--- src/rtl/keypad_scanner.sv ---
// keypad_scanner: 4x4 active-low matrix keypad scanner with debounce and a one-deep key register.
// Latency: key_valid rises DEBOUNCE_TICKS scan ticks after the tick that locks a column.
// Backpressure: none; an unread key blocks new codes (first key kept) and raises sticky overrun.
module keypad_scanner #(
  parameter int SCAN_DIV       = 100000,
  parameter int DEBOUNCE_TICKS = 20
) (
  input  logic       clk,
  input  logic       reset,
  input  logic [3:0] row,
  output logic [3:0] col,
  output logic [3:0] key_code,
  output logic       key_valid,
  input  logic       key_ack,
  output logic       overrun
);

  localparam int DIV_W = $clog2(SCAN_DIV);

  typedef enum logic [1:0] {
    SCAN     = 2'd0,
    DEBOUNCE = 2'd1,
    HELD     = 2'd2
  } state_t;

  state_t           state;
  logic [3:0]       row_m;
  logic [3:0]       row_s;
  logic [DIV_W-1:0] div_cnt;
  logic             tick;
  logic [1:0]       row_idx;
  logic [1:0]       col_idx;
  logic [1:0]       low_idx;
  logic [7:0]       deb_cnt;
  logic [7:0]       rel_cnt;
  logic             row_hit;
  logic             deb_last;
  logic             rel_last;
  logic             key_load;
  logic [3:0]       col_next;

  // Two-flop synchronizer for the asynchronous row lines; idle (no key) is all ones.
  always_ff @(posedge clk or negedge reset) begin
    if (!reset) begin
      row_m <= 4'hF;
      row_s <= 4'hF;
    end else begin
      row_m <= row;
      row_s <= row_m;
    end
  end

  // Free-running scan divider; tick marks the last count of each period.
  always_ff @(posedge clk or negedge reset) begin
    if (!reset) begin
      div_cnt <= '0;
    end else if (tick) begin
      div_cnt <= '0;
    end else begin
      div_cnt <= div_cnt + 1'b1;
    end
  end

  // Decode of the current column, the lowest pressed row and the debounce terminal counts.
  always_comb begin
    tick     = (div_cnt == DIV_W'(SCAN_DIV - 1));
    col_next = {col[2:0], col[3]};
    case (col)
      4'b1110: col_idx = 2'd0;
      4'b1101: col_idx = 2'd1;
      4'b1011: col_idx = 2'd2;
      4'b0111: col_idx = 2'd3;
      default: col_idx = 2'd0;
    endcase
    if (!row_s[0])      low_idx = 2'd0;
    else if (!row_s[1]) low_idx = 2'd1;
    else if (!row_s[2]) low_idx = 2'd2;
    else                low_idx = 2'd3;
    row_hit  = ~row_s[row_idx];
    deb_last = ((deb_cnt + 8'd1) == 8'(DEBOUNCE_TICKS));
    rel_last = ((rel_cnt + 8'd1) == 8'(DEBOUNCE_TICKS));
    key_load = tick && (state == DEBOUNCE) && row_hit && deb_last;
  end

  // Scan/debounce FSM plus the registered key, valid and overrun outputs.
  always_ff @(posedge clk or negedge reset) begin
    if (!reset) begin
      state     <= SCAN;
      col       <= 4'b1110;
      row_idx   <= 2'd0;
      deb_cnt   <= 8'd0;
      rel_cnt   <= 8'd0;
      key_code  <= 4'd0;
      key_valid <= 1'b0;
      overrun   <= 1'b0;
    end else begin
      if (tick) begin
        case (state)
          SCAN: begin
            if (row_s == 4'hF) begin
              col <= col_next;
            end else begin
              row_idx <= low_idx;
              deb_cnt <= 8'd0;
              state   <= DEBOUNCE;
            end
          end
          DEBOUNCE: begin
            if (row_hit) begin
              if (deb_last) begin
                deb_cnt <= 8'd0;
                rel_cnt <= 8'd0;
                state   <= HELD;
              end else begin
                deb_cnt <= deb_cnt + 8'd1;
              end
            end else begin
              // Bounce or glitch: drop the candidate and move on to the next column.
              col   <= col_next;
              state <= SCAN;
            end
          end
          HELD: begin
            if (!row_hit) begin
              if (rel_last) begin
                rel_cnt <= 8'd0;
                col     <= col_next;
                state   <= SCAN;
              end else begin
                rel_cnt <= rel_cnt + 8'd1;
              end
            end else begin
              rel_cnt <= 8'd0;
            end
          end
          default: state <= SCAN;
        endcase
      end

      // A new key wins over an ack in the same cycle; an unread key is never overwritten.
      if (key_load) begin
        if (key_valid && !key_ack) begin
          overrun <= 1'b1;
        end else begin
          key_code  <= {row_idx, col_idx};
          key_valid <= 1'b1;
          overrun   <= 1'b0;
        end
      end else if (key_ack && key_valid) begin
        key_valid <= 1'b0;
        overrun   <= 1'b0;
      end
    end
  end

endmodule

--- config.mk ---
export PLATFORM = sky130hd
export DESIGN_NAME = keypad_scanner
export DESIGN_NICKNAME = d
export VERILOG_FILES = /design/src/rtl/keypad_scanner.sv
export SDC_FILE = /design/constraint.sdc
export NUM_CORES = 1
export LEC_CHECK = 0
export ABC_AREA = 1
export CAP_MARGIN = 20
export CORE_ASPECT_RATIO = 1.25
export CORE_UTILIZATION = 60
export DETAILED_ROUTE_END_ITERATION = 10
export PLACE_DENSITY = 0.8
export SETUP_SLACK_MARGIN = 0.4
export SYNTH_ARGS = -nofsm -noshare
export SYNTH_HDL_FRONTEND = slang
export SYNTH_SLANG_ARGS = --single-unit
--- constraint.sdc ---
create_clock -name clk -period 2.9 [get_ports clk]
set_clock_uncertainty 0.1 [all_clocks]
set_input_delay 0.58 -clock clk [delete_from_list [all_inputs] [get_ports clk]]
set_output_delay 0.58 -clock clk [all_outputs]
set_load 0.05 [all_outputs]
==> flow_summary.yaml <==
power:
  p_clk_frac: 0.346
  p_sw_mw: 0.287
  cellPowerDensity_nw_per_um2: 375
  p_sw_frac: 0.228
  leakage_nw: 1.55
  ir_drop_v: 0.000339
  total_power_mw: 1.26
  intPower_mw: 0.972
  pwr-share-comb: 0.033
  sequentialPowerShare: 0.620
worst_setup_path:
  critPathLaunchType: "flip-flop"
  timing.rr.end: "state[0]"
  crit_arrival_ns: 1.72
  crit_path_max_fanout: 6
  end_kind: "primary output"
  reg2reg_depth: 12
  cp_num_buf_inv: 1
  crit_type: "flip-flop to primary output"
  cp_slowest_cell: "clkdlybuf4s50_1"
  required_ns: 2.22
  ff2ff_setup_slack_ns: 0.85
  cpPeakStageDelay_ns: 0.82
  crit_family: "buffers and inverters"
  rr_startpoint: "rel_cnt[0]"
  crit_chain: "clkdlybuf4s50_1"
synthesis:
  synth_top_cell_area_share: 0.365
  avgSynthCellArea_um2: 8.00
  synth_cells: 377
  yosysSeqAreaShare: 0.461
  ys_async_sr_fraction: 1.00
  synth_edf_count: 0
  synth_ff_type: "dfrtp_1"
  ys_warn_count: 0
  synthesis.area_um2: 3020
  yosysTopAreaCell: "dfrtp_1"
  synth.distinct_cells: 34
  syn-num-nets: 389
  synth.area.top_cells: "dfrtp_1 37%, nand2_1 13%, dfstp_2 9.6%, inv_1 6.8%, nand3_1 3.7%"
  ys_ff_latch: 55
floorplanning:
  dieArea_um2: 5310
  die_w_um: 65.4
  die_y_um: 81.3
  rows: 28
  coreArea_um2: 4800
  floorplan.initialDensity: 0.628
  num_io_pins: 17
global_route:
  grt_max_degree: 46
  antenna_found_initial: 0
  grt_pass1_vias: 2259
  track_usage: 0.230
  grt_pass1_wl_um: 9350
  overflow: 0
final_layout:
  area_growth_syn_to_layout_pct: 11.4
  utilization: 0.700
  final_cell_mix: "103 x nand2_1, 55 x inv_1, 44 x dfrtp_1"
  layout-drive-gt1-share: 0.166
  finalNetCount: 414
  final_common_cell: "nand2_1"
  n_antenna_cell: 0
cts:
  postCtsHoldBufs: 0
  clock_sink_count: 55
  cts.path.max_buffers: 2
  clk_pin_slew_ns: 0.10
  clockRootBuffer: "clkbuf_8"
  clk_latency_ns: 0.31
  cts_setup_buffers: 0
  htree_num_levels: 2
  cts-resized-gates: 0
  cts_tree: "done"
  numCtsBuffers: 5
timing:
  max_slew.worst_pin.slew_ns: 0.505
  finalSetupViolCount: 0
  slew_viol_final: 0
  min_period_ns: 2.40
  fmax_mhz: 416
  grt_setup_unrepaired: "false"
  slew_headroom: 0.662
  fin_setup_tns_ns: 0
  timing.final.crit_share: 0.828
  finalHoldViolCount: 0
worst_hold_path:
  hold_class: "input pin to asynchronous set/reset pin"
drt:
  met1_length_um: 2360
  dr.pass1.iters: 4
  ant_nets: 0
  vias: 2408
  wirelength_um: 5400
  drc_errors: 0
  dr.max_layer_used: "met4"
  drt_iter0_markers: 77
  dr_wl_met3_um: 94
  wl_met2_um: 2870
  avgViaCountPerCell: 5.20
  drt-wirelength-per-cell_um: 11.7
place:
  hpwl_um: 4120
  io_buffers: 16
  gp_congestion: 0.947
run_status:
  status: "finished clean"
flow_run:
  max_cap_violations: 0
## per-stage QoR
step           setup WS, ns  area (um^2)  hold slack [ns]  std cells
2_1_floorplan          1.16         3020            0.184        377
3_3_place_gp          0.861         3240            0.246        454
3_5_place_dp          0.852         3240            0.248        454
4_1_cts               0.490         3340            0.264        462
5_1_grt               0.456         3360           0.0306        463
6_report              0.499         3360           0.0313        463
## per-layer routing
metal | GRT usage | vias to the layer above
met4 | 0.0652 | 0
met5 | 0 | -
met2 | 0.441 | 25
li1 | - | 1240
met3 | 0.0393 | 7
met1 | 0.255 | 1136
## registers in the layout (all words and copies together), names as in the netlist, 2 cells and up
signal / flops
row_m: 4
state: 2
row_s: 4
deb_cnt: 8
row_idx: 2
col: 4
rel_cnt: 8
key_code: 4
div_cnt: 17
## logic make-up after synthesis
logic type,Yosys count,share of synthesized area
compound gates,40,0.0805
xor+xnor,8,0.0232
fa+ha+maj,5,0.0207
buf+inv,65,0.0871
flops,55,0.461
simple gates,204,0.327
## cell type report
cell class / count / area, um^2
clock inverter: 3 / 28.8
timing repair buffer: 19 / 190
inverter: 64 / 243
tap: 60 / 75.1
clock buffer: 5 / 68.8
sequential: 55 / 1390
fill: 385 / 1440
multi-input combinational: 257 / 1360
## worst max path at each step
stage          startpoint           to  slack (ns)  cells past startpoint
3_5_place_dp       col[1]       col[1]        0.85                      1
6_report           col[1]       col[1]        0.50                      1
3_3_place_gp       col[3]       col[3]        0.86                      1
2_1_floorplan  div_cnt[0]  key_code[3]        1.16                     12
4_1_cts            col[1]       col[1]        0.49                      1
5_1_grt            col[1]       col[1]        0.46                      1
## power by group through the flow
stage                     clock, mW  combinational [mW]  sequential (mW)
after floorplan                   0             0.00712            0.799
final                         0.436              0.0417            0.781
after global routing          0.479              0.0472            0.782
after detailed placement          0              0.0397            0.796
after global placement            0              0.0393            0.795
after CTS                     0.455              0.0398            0.781
## synthesized netlist by cell type (8+ instances only)
master and instances:
dfrtp_1 44, dfstp_2 11, o21ai_0 14, nand4_1 11, a21oi_1 9, nand2_2 12, o21ai_1 8, nand3_1 22
nand2_1 103, inv_1 55, inv_2 8, nor2_1 29
Power figures use the tool's default switching activity.
